**config.mk**
```make
export PLATFORM = sky130hd
export DESIGN_NAME = muldiv_unit
export DESIGN_NICKNAME = d
export VERILOG_FILES = /design/src/rtl/muldiv_unit.sv
export SDC_FILE = /design/constraint.sdc
export NUM_CORES = 1
export LEC_CHECK = 0
export ABC_AREA = 0
export CAP_MARGIN = 20
export CELL_PAD_IN_SITES_DETAIL_PLACEMENT = 0
export CELL_PAD_IN_SITES_GLOBAL_PLACEMENT = 1
export CORE_MARGIN = 2
export CORE_UTILIZATION = 44
export DETAILED_ROUTE_END_ITERATION = 6
export HOLD_SLACK_MARGIN = 0.08
export PLACE_DENSITY = 0.83
export SETUP_SLACK_MARGIN = 0.15
export SLEW_MARGIN = 15
export SYNTH_ARGS = -nofsm -noshare
export SYNTH_HDL_FRONTEND = slang
export SYNTH_SLANG_ARGS = --single-unit
```
**constraint.sdc**
```tcl
create_clock -name clk -period 4 [get_ports clk]
set_clock_uncertainty 0.1 [all_clocks]
set_input_delay 0.8 -clock clk [delete_from_list [all_inputs] [get_ports clk]]
set_output_delay 0.8 -clock clk [all_outputs]
set_load 0.005 [all_outputs]
```
**src/rtl/muldiv_unit.sv**
```systemverilog
// Iterative 16-bit unsigned multiply/divide unit (shift-add MUL, restoring DIV).
// Define MULDIV_DIV_EN to compile in the divider; otherwise DIV ops complete at once with err.
module muldiv_unit (
   input  logic        clk,
   input  logic        rst,
   input  logic        start,
   input  logic [1:0]  op,
   input  logic [15:0] opa,
   input  logic [15:0] opb,
   input  logic [2:0]  dest,
   output logic        busy,
   output logic        done,
   output logic [15:0] result,
   output logic [2:0]  writeregsel,
   output logic        write,
   output logic        err
);

   typedef enum logic [1:0] {
      S_IDLE,
      S_BUSY,
      S_DONE
   } state_t;

   state_t      state_q, state_d;
   logic [3:0]  cnt_q, cnt_d;
   logic [1:0]  op_q, op_d;
   logic [15:0] b_q, b_d;
   logic [31:0] p_q, p_d;
   logic [2:0]  dest_q, dest_d;
   logic [15:0] res_q, res_d;
   logic [2:0]  rsel_q, rsel_d;
   logic        err_q, err_d;
   logic        wr_q, wr_d;

   // p_q holds {hi, multiplier} for MUL and {remainder, quotient} for DIV
   logic [16:0] mul_sum;
   logic [31:0] mul_step;
   logic [31:0] step;

   assign mul_sum  = {1'b0, p_q[31:16]} + (p_q[0] ? {1'b0, b_q} : 17'd0);
   assign mul_step = {mul_sum, p_q[15:1]};

`ifdef MULDIV_DIV_EN
   logic [16:0] div_shf;
   logic [15:0] div_dif;
   logic        div_ge;
   logic [31:0] div_step;

   assign div_shf  = {p_q[31:16], p_q[15]};
   assign div_ge   = div_shf >= {1'b0, b_q};
   assign div_dif  = div_shf[15:0] - b_q;
   assign div_step = div_ge ? {div_dif, p_q[14:0], 1'b1}
                            : {div_shf[15:0], p_q[14:0], 1'b0};
   assign step     = op_q[1] ? div_step : mul_step;
`else
   assign step     = mul_step;
`endif

   always_comb begin
      state_d = state_q;
      cnt_d   = cnt_q;
      op_d    = op_q;
      b_d     = b_q;
      p_d     = p_q;
      dest_d  = dest_q;
      res_d   = res_q;
      rsel_d  = rsel_q;
      err_d   = err_q;
      wr_d    = wr_q;
      unique case (state_q)
         S_IDLE: begin
            if (start) begin
               op_d    = op;
               dest_d  = dest;
               b_d     = op[1] ? opb : opa;
               p_d     = {16'h0000, op[1] ? opa : opb};
               cnt_d   = 4'd0;
               state_d = S_BUSY;
`ifndef MULDIV_DIV_EN
               if (op[1]) begin
                  res_d   = 16'h0000;
                  rsel_d  = dest;
                  err_d   = 1'b1;
                  wr_d    = 1'b0;
                  state_d = S_DONE;
               end
`endif
            end
         end
         S_BUSY: begin
            p_d   = step;
            cnt_d = cnt_q + 4'd1;
            if (cnt_q == 4'd15) begin
               res_d   = op_q[0] ? step[31:16] : step[15:0];
               rsel_d  = dest_q;
               err_d   = op_q[1] & (b_q == 16'h0000);
               wr_d    = 1'b1;
               state_d = S_DONE;
            end
         end
         S_DONE: begin
            state_d = S_IDLE;
         end
         default: begin
            state_d = S_IDLE;
         end
      endcase
   end

   always_ff @(posedge clk) begin
      if (rst) begin
         state_q <= S_IDLE;
         cnt_q   <= 4'd0;
         op_q    <= 2'd0;
         b_q     <= 16'h0000;
         p_q     <= 32'h0;
         dest_q  <= 3'd0;
         res_q   <= 16'h0000;
         rsel_q  <= 3'd0;
         err_q   <= 1'b0;
         wr_q    <= 1'b0;
      end else begin
         state_q <= state_d;
         cnt_q   <= cnt_d;
         op_q    <= op_d;
         b_q     <= b_d;
         p_q     <= p_d;
         dest_q  <= dest_d;
         res_q   <= res_d;
         rsel_q  <= rsel_d;
         err_q   <= err_d;
         wr_q    <= wr_d;
      end
   end

   assign busy        = state_q != S_IDLE;
   assign done        = state_q == S_DONE;
   assign write       = done & wr_q;
   assign err         = done & err_q;
   assign result      = res_q;
   assign writeregsel = rsel_q;

endmodule

```
==> results.sh, run 1 <==
export IMPL_outcome="complete, no violations"
export IMPL_ir_worst_vdd_v=0.000182
export IMPL_worstHoldPathType="reg -> reg"
export IMPL_cellPowerDensity_nw_per_um2=341
export IMPL_antenna_found_initial=0
export IMPL_drtAntennaViolNets=0
export IMPL_cp_start_kind="flip-flop"
export IMPL_vias=3952
export IMPL_htreeDepth=3
export IMPL_setup_violations=0
export IMPL_synth_edff_count=0
export IMPL_slowest_delay_ps=580
export IMPL_r2r_end="result[7]"
export IMPL_p_leak_nw=2.03
export IMPL_crit_path_frequent_cell="o211ai_1"
export IMPL_drt_initial_drc_count=218
export IMPL_slew_viol_final=0
export IMPL_num_io_pins=63
export IMPL_numPortBuffers=62
export IMPL_cts_tree="built"
export IMPL_syn_num_nets=575
export IMPL_diodes=0
export IMPL_slew_headroom=0.448
export IMPL_setup_tns_final_ps=0
export IMPL_rsz0062_at_grt="no"
export IMPL_worstPathArrival_ps=3190
export IMPL_synthArstFlopShare=0
export IMPL_gp_congestion=0.904
export IMPL_die_x_um=103
export IMPL_clockBufferDepth=2
export IMPL_cp_data_required_time_ps=4170
export IMPL_fmax_mhz=331
export IMPL_reg2reg_depth=10
export IMPL_drt_first_pass_iters=4
export IMPL_post_cts_resize_count=0
export IMPL_cp_max_fo=17
export IMPL_grt_max_degree=54
export IMPL_max_cap_violations=0
export IMPL_row_count=36
export IMPL_dieArea_um2=10700
export IMPL_grt_ovfl_total=0
export IMPL_rrSetupSlack_ps=980
export IMPL_grt_use_total=0.226
export IMPL_path_cells="and2_1 > ha_1 > inv_1 > fa_1 > and2b_1 > o211ai_1 > a31oi_4 > o22ai_1 > or4_1 > o211ai_1"
export IMPL_cts_hold_buf=0
export IMPL_clkSlewWorstSetupHoldPaths_ps=90
export IMPL_nets=621
export IMPL_areaGrowthSynthToFinish_pct=21.6
export IMPL_end_kind="flip-flop"
export IMPL_whs_path_depth=2
export IMPL_cts_sinks=80
export IMPL_worstMarginPinSlew_ps=828
export IMPL_cts_buffers=9
export IMPL_post_cts_buffers=0
export IMPL_ys_ff_latch=80
export IMPL_dp_hpwl_mm=8.41
export IMPL_min_to="dest_q[1]"
export IMPL_wire_per_inst_um=16.8
export IMPL_clock_root_buffer="clkbuf_8"
export IMPL_synth_cells=517
export IMPL_fin_total_pwr_mw=1.80
export IMPL_path_depth=10
export IMPL_layout_drive_gt1_share=0.0775
export IMPL_die_h_um=103
export IMPL_syn_area_um2=4330
export IMPL_path_buf_inv=1
export IMPL_viasPerCell=5.64
export IMPL_start_util=0.448
export IMPL_synth_cell_types=55
export IMPL_hold_viol_final=0
export IMPL_routed_wl_mm=11.7
export IMPL_grt_pass1_vias=3644
export IMPL_avgSynthCellArea_um2=8.38
export IMPL_drc=0
export IMPL_timing_rr_start="p_q[0]"
export IMPL_cp_top_family="simple AND/OR/NAND/NOR gates"
export IMPL_critPathKind="reg -> reg"
export IMPL_yosysSeqAreaShare=0.370
export IMPL_synth_ff_type="dfxtp_1"
export IMPL_fin_crit_ps=3020
export IMPL_worstHoldStart="dest_q[1]"
export IMPL_min_period_over_period=0.754
export IMPL_worstSkewPairLatency_ps=350
export IMPL_grt_pass1_wl_mm=18.6
export IMPL_core_area_um2=9680
export IMPL_crit_slowest_cell="dfxtp_1"
export IMPL_yosys_warnings=0
==> cell type report <==
cell class                      count  area, um2
Clock buffer                       10        128
Clock inverter                      6       93.8
Fill cell                         919       4420
Inverter                            6       22.5
Multi-Input combinational cell    394       2560
Sequential cell                    80       1600
Tap cell                          133        166
Timing Repair Buffer               72        693
==> cells in the mapped netlist, drive strengths merged (3+ instances only) <==
cell type	number	area share
xor2	4	0.0081
a221oi	18	0.036
nand2	48	0.042
ha	17	0.049
inv	6	0.0052
nor4	4	0.0058
buf	16	0.016
o21ai	9	0.010
a21oi	45	0.056
a32oi	4	0.0081
mux2i	33	0.076
clkbuf	21	0.018
o21a	5	0.0087
a22o	7	0.014
nor3	4	0.0058
nand3	11	0.013
a311oi	4	0.0081
a211oi	24	0.043
o211ai	6	0.012
nor2	86	0.075
xnor2	9	0.018
dfxtp	80	0.37
a31oi	3	0.0078
and2	18	0.026
==> report_power, final <==
group | total (mW) | internal, mW | leakage (nW) | switching (mW)
clock | 0.667 | 0.355 | 0.107 | 0.312
sequential | 0.872 | 0.833 | 0.653 | 0.0389
combinational | 0.259 | 0.115 | 1.27 | 0.144
total | 1.80 | 1.30 | 2.03 | 0.494
==> through the flow <==
step	setup slack, ps	utilization	instance area [um2]	std cells	hold WS, ps
2_1_floorplan	1440	-	4330	517	332
4_1_cts	1020	0.544	5270	701	365
3_3_place_gp	1120	0.520	5030	684	344
3_5_place_dp	1040	0.521	5050	685	351
5_1_grt	814	0.544	5270	701	392
6_report	982	0.544	5270	701	363
==> layer usage <==
metal  part of all wire  track usage  wire (um)  vias to the layer above
li1                   -            -          -                     1970
met1               0.50        0.336       5860                     1861
met2               0.44        0.333       5140                      105
met3              0.046       0.0302        543                       16
met4              0.017       0.0830        202                        0
met5                  0            0          0                        -
==> registers in the layout, indices dropped and copies added, names as in the netlist <==
register and flops:
p_q 32, b_q 16, result 16, cnt_q 4, dest_q 3, writeregsel 3
op_q 2, state_q 2, err_q 1, wr_q 1
==> logic make-up after synthesis <==
| group | synth area share |
|---|---|
| and+or+nand+nor | 0.191 |
| AOI/OAI and AO/OA | 0.238 |
| DFF | 0.370 |
| buffers and inverters | 0.0396 |
| muxes | 0.0814 |
| adders and majority gates | 0.0537 |
| xor gates and xnor gates | 0.0263 |
==> placed cells by master, fill, tap and decap left out, drive strengths merged, types with 4 or more instances in the layout <==
cell / instances
nor2: 86
dfxtp: 80
clkdlybuf4s50: 60
nand2: 48
a21oi: 45
mux2i: 33
a211oi: 24
and2: 18
a221oi: 18
ha: 17
buf: 12
nand3: 11
clkbuf: 10
o21ai: 9
xnor2: 9
a22o: 7
inv: 6
o211ai: 6
o21a: 5
a32oi: 4
xor2: 4
a311oi: 4
nor4: 4
nor3: 4
==> worst min-delay path, delay by kind of cell (launching register included) <==
kind	cells	cell delay [ps]
AO/OA/AOI/OAI	1	50
flip-flops	1	320
AND/OR/NAND/NOR	1	50
==> worst max-delay path by stage <==
stage | slack (ps) | from | to
5_1_grt | 810 | p_q[0] | result[7]
6_report | 980 | p_q[0] | result[7]
4_1_cts | 1020 | p_q[0] | result[7]
3_5_place_dp | 1040 | p_q[0] | result[7]
3_3_place_gp | 1120 | p_q[0] | result[7]
2_1_floorplan | 1440 | p_q[0] | result[7]
(Power assumes the default switching activity.)
==> run 2, diff against run 1 <==
Settings changed: CORE_UTILIZATION 44 to 41, PLACE_DENSITY 0.83 to 0.78.
Clock period 4 ns to 2.8 ns, I/O delays scaled along.
==> run 2 against run 1 <==
  * Non-clock buffer count up 16
  * First-iteration DRC count up 4.1%
  * Sequential share of layout area fell by 0.70 points
  * Via count rose by 1.8%
  * Largest cell class unchanged
  * Global-route usage is 0.25 points lower
  * Fmax up 16%
  * Largest power group unchanged
  * Clock power is 24% higher
  * Total power up 37%
  * Flip-flop and latch count unchanged
  * Critical endpoint is now result[13]
==> results.sh, run 2 (synthesis results as in run 1) <==
export IMPL_outcome="complete, no violations"
export IMPL_rrSetupSlack_ps=190
export IMPL_fin_crit_ps=2610
export IMPL_viasPerCell=5.60
export IMPL_swShare=0.281
export IMPL_worstPathArrival_ps=2780
export IMPL_worstSkewPairLatency_ps=360
export IMPL_layout_common_cells="85 x nor2_1, 78 x dfxtp_1, 60 x clkdlybuf4s50_1, 48 x nand2_1, 41 x a21oi_1"
export IMPL_rsz0062_at_grt="yes"
export IMPL_dp_slack_ps=87.7
export IMPL_worstHoldPathType="reg -> reg"
export IMPL_cp_data_required_time_ps=2970
export IMPL_cellPowerDensity_nw_per_um2=456
export IMPL_clockBufferDepth=2
export IMPL_grt_pass1_vias=3763
export IMPL_start_util=0.422
export IMPL_cp_start_kind="flip-flop"
export IMPL_drtAntennaViolNets=0
export IMPL_power_share_sequential=0.506
export IMPL_switching_power_mw=0.692
export IMPL_p_comb_frac=0.157
export IMPL_setup_tns_final_ps=0
export IMPL_fin_area_um2=5400
export IMPL_dp_hpwl_mm=8.97
export IMPL_cp_max_fo=6
export IMPL_diodes=0
export IMPL_slew_viol_final=0
export IMPL_cts_tree="built"
export IMPL_grt_use_total=0.223
export IMPL_gp_congestion=0.905
export IMPL_crit_slowest_cell="fa_2"
export IMPL_internal_power_mw=1.77
export IMPL_slowest_delay_ps=380
export IMPL_grt_ovfl_total=0
export IMPL_cts_sinks=80
export IMPL_top_register="p_q"
export IMPL_antenna_found_initial=0
export IMPL_drt_initial_drc_count=227
export IMPL_cts_buffers=9
export IMPL_slew_headroom=0.543
export IMPL_post_dp_cell_area_um2=5110
export IMPL_ir_worst_vdd_v=0.000327
export IMPL_end_kind="flip-flop"
export IMPL_die_h_um=107
export IMPL_htreeDepth=3
export IMPL_p_leak_nw=2.12
export IMPL_num_io_pins=63
export IMPL_cts_hold_buf=0
export IMPL_numPortBuffers=62
export IMPL_drc=0
export IMPL_nets=637
export IMPL_dieArea_um2=11400
export IMPL_path_cells="and2_4 > ha_4 > inv_2 > fa_2 > and2b_1 > o211ai_1 > buf_4 > a31oi_4 > a21oi_2 > mux2_4 > a221oi_2"
export IMPL_fmax_mhz=384
export IMPL_wire_per_inst_um=17.4
export IMPL_core_area_um2=10300
export IMPL_min_period_over_period=0.931
export IMPL_critPathKind="reg -> reg"
export IMPL_worstMarginPinSlew_ps=681
export IMPL_areaGrowthSynthToFinish_pct=24.6
export IMPL_layout_cells_most_common="nor2_1"
export IMPL_setup_violations=0
export IMPL_clkPwrFrac=0.337
export IMPL_routed_wl_mm=12.5
export IMPL_setup_slack_ps=194
export IMPL_row_count=37
export IMPL_vias=4022
export IMPL_grt_max_degree=40
export IMPL_largest_reg_flops=32
export IMPL_max_cap_violations=0
export IMPL_clock_root_buffer="clkbuf_8"
export IMPL_hold_viol_final=0
export IMPL_drt_first_pass_iters=5
export IMPL_grt_pass1_wl_mm=19.9
export IMPL_die_x_um=107
export IMPL_layout_drive_gt1_share=0.119
export IMPL_clkSlewWorstSetupHoldPaths_ps=80
-- run 2: final cells by class --
cell class,instances,area (um2)
fillers,1055,4880
well taps,136,170
clock buffers,9,124
clock inverters,5,58.8
flip-flops and latches,80,1600
multi-input cells,394,2600
inverters,6,22.5
repair buffers,88,818
-- run 2: power by group through the flow --
stage | clock network, mW | registers [mW] | logic, mW
6_report | 0.830 | 1.25 | 0.386
5_1_grt | 0.887 | 1.25 | 0.425
4_1_cts | 0.846 | 1.24 | 0.383
3_5_place_dp | 0 | 1.27 | 0.381
3_3_place_gp | 0 | 1.27 | 0.375
2_1_floorplan | 0 | 1.24 | 0.236
-- run 2: metal layers --
layer	global-route usage	share of wire	wire, um	vias up
li1	-	-	-	2000
met1	0.329	0.49	6170	1882
met2	0.332	0.44	5460	124
met3	0.0395	0.053	658	16
met4	0.0659	0.016	199	0
met5	0	0	0	-
-- run 2: stage by stage --
stage,hold slack [ps],std cells,util,power (mW)
after floorplan,332,517,-,1.48
after global placement,341,695,0.497,1.64
after detailed placement,348,695,0.497,1.65
after CTS,359,712,0.518,2.47
after global routing,376,718,0.526,2.56
final,358,718,0.526,2.46
-- run 2: path summary, 6_finish.rpt --
check	start	to	cells after the start
hold / removal	dest_q[2]	dest_q[2]	2
setup / recovery	p_q[0]	result[13]	11
hold reg to reg	dest_q[2]	dest_q[2]	2
setup reg to reg	p_q[0]	result[13]	11
-- run 2: repair_timing --
item	4_1_cts	5_1_grt
endpoints found under the setup margin	2	10
buffers inserted	3	5
pin swaps	2	10
gates resized for setup	3	9
-- run 2: worst max-delay path, delay by kind of cell, from the launching register on --
family	cells	cell delay [ps]
AOI/OAI and AO/OA	4	680
adders and majority gates	2	510
and+or+nand+nor	2	370
DFF	1	360
muxes	1	310
buffers and inverters	2	200
==> run 3, diff against run 2 <==
Settings changed: SLEW_MARGIN 15 to default.
Clock period 2.8 ns to 2.5 ns, I/O delays scaled along.
==> run 3 against run 2 <==
  * The run now ends with negative setup slack left
  * Sequential power grew 11%
  * Sequential share of layout area decreased by 2.2 points
  * Wire length up 3.3%
  * Clock power rose by 18%
  * Critical path depth is 1 lower
  * Combinational power is 19% higher
  * Register-to-register slack lost 210 ps
  * Global-route usage increased by 0.37 points
  * Utilization up 4.1 points
  * Fmax increased by 3.5%
  * Non-clock buffer count up 24
  * Clock-buffer cell count increased by 2
  * Highest routed layer unchanged
==> results.sh, run 3 (synthesis results as in run 1) <==
export IMPL_worstMarginPinSlew_ps=730
export IMPL_whs_ps=358
export IMPL_grt_ovfl_total=0
export IMPL_clockBufferDepth=2
export IMPL_routed_wl_mm=12.9
export IMPL_start_util=0.422
export IMPL_nets=661
export IMPL_viasPerCell=5.68
export IMPL_drc=0
export IMPL_worstPathArrival_ps=2700
export IMPL_fin_area_um2=5830
export IMPL_clkSlewWorstSetupHoldPaths_ps=80
export IMPL_p_leak_nw=2.26
export IMPL_layout_common_cells="84 x nor2_1, 79 x dfxtp_1, 60 x clkdlybuf4s50_1, 47 x nand2_1, 47 x buf_4"
export IMPL_cts_buffers=9
export IMPL_ir_worst_vdd_v=0.000228
export IMPL_rsz0062_at_grt="yes"
export IMPL_drt_first_pass_iters=5
export IMPL_slew_viol_final=0
export IMPL_core_area_um2=10300
export IMPL_dp_hpwl_mm=9.02
export IMPL_max_cap_violations=0
export IMPL_grt_pass1_wl_mm=20.3
export IMPL_timing_rr_start="p_q[0]"
export IMPL_cp_max_fo=5
export IMPL_fin_util=0.567
export IMPL_multiInputGateArea_um2=2830
export IMPL_fin_crit_ps=2520
export IMPL_vias=4225
export IMPL_wire_per_inst_um=17.3
export IMPL_grt_use_total=0.227
export IMPL_r2r_end="result[13]"
export IMPL_post_dp_cell_area_um2=5270
export IMPL_outcome="complete, but fails checks"
export IMPL_fin_total_pwr_mw=2.83
export IMPL_setup_violations=2
export IMPL_dp_slack_ps=-81.6
export IMPL_clock_root_buffer="clkbuf_8"
export IMPL_setup_slack_ps=-17.8
export IMPL_areaGrowthSynthToFinish_pct=34.4
export IMPL_ff_latch_area_um2=1600
export IMPL_cp_start_kind="flip-flop"
export IMPL_slew_headroom=0.510
export IMPL_cp_data_required_time_ps=2680
export IMPL_whs_path_depth=2
export IMPL_cp_startpoint="p_q[0]"
export IMPL_min_period_over_period=1.01
export IMPL_row_count=37
export IMPL_hold_viol_final=0
export IMPL_critPathKind="reg -> reg"
export IMPL_drtAntennaViolNets=0
export IMPL_num_io_pins=63
export IMPL_htreeDepth=3
export IMPL_worstHoldPathType="reg -> reg"
export IMPL_drt_initial_drc_count=184
export IMPL_layout_cells_most_common="nor2_1"
export IMPL_dieArea_um2=11400
export IMPL_worstHoldStart="dest_q[2]"
export IMPL_gp_congestion=0.883
export IMPL_numPortBuffers=62
export IMPL_min_to="dest_q[2]"
export IMPL_antenna_found_initial=0
export IMPL_violations="negative setup slack"
export IMPL_cellPowerDensity_nw_per_um2=486
export IMPL_cts_sinks=80
export IMPL_die_x_um=107
export IMPL_top_register="p_q"
export IMPL_fmax_mhz=397
export IMPL_rrSetupSlack_ps=-20
export IMPL_fillers=934
export IMPL_end_kind="flip-flop"
export IMPL_layout_drive_gt1_share=0.197
export IMPL_largest_reg_flops=32
export IMPL_grt_max_degree=34
export IMPL_cts_tree="built"
export IMPL_cts_hold_buf=0
export IMPL_reg2reg_depth=10
export IMPL_die_h_um=107
export IMPL_diodes=0
export IMPL_grt_pass1_vias=3984
export IMPL_worstSkewPairLatency_ps=360
-- run 3: cell types whose count changed in the layout (fill, tap and decap cells not counted), sizes merged --
cell / before / now
clkinvlp: 2 / 1
buf: 28 / 52
clkinv: 1 / 3
clkbuf: 9 / 11
inv: 7 / 6
-- run 3: final cells by class --
class / instances / area share
Timing Repair Buffer: 112 / 0.173
Tap cell: 136 / 0.0292
Clock buffer: 11 / 0.0243
Multi-Input combinational cell: 394 / 0.485
Inverter: 6 / 0.00387
Sequential cell: 80 / 0.275
Clock inverter: 5 / 0.00966
-- run 3: where the power goes --
group / switching, mW / leakage [nW] / internal (mW)
clock network: 0.493 / 0.0993 / 0.487
registers: 0.0579 / 0.653 / 1.33
logic: 0.245 / 1.51 / 0.215
total: 0.795 / 2.26 / 2.04
-- run 3: how the worst max path moves through the flow --
stage / to
detailed placement: result[13]
CTS: result[13]
global route: result[13]
floorplan: result[13]
finish: result[13]
global placement: result[13]
-- run 3: through the flow --
stage / std cells / setup TNS (ps)
after floorplan: 517 / 0
after global placement: 712 / -40.8
after detailed placement: 713 / -221
after CTS: 737 / 0
after global routing: 744 / -734
final: 744 / -29.4
-- run 3: critical path: stages (launching register included) --
cell and delay (ps):
dfxtp_2 340, and2_4 160, ha_4 150, inv_2 50
fa_2 190, and2b_1 190, o211ai_1 310, a31oi_4 190
a21oi_2 200, mux2_4 320, a221oi_2 230
-- run 3: repair_timing --
item | 4_1_cts | 5_1_grt
hold endpoints to repair | 0 | 0
setup endpoints to repair | 17 | 21
resized for setup | 20 | 21
setup buffers | 8 | 7
pin swaps | 17 | 15
-- run 3: metal layers --
layer | routed length [um] | GRT usage | up-vias
met5 | 0 | 0 | -
met4 | 219 | 0.0659 | 0
met3 | 857 | 0.0298 | 22
met2 | 5850 | 0.355 | 145
met1 | 5970 | 0.327 | 2010
li1 | - | - | 2048
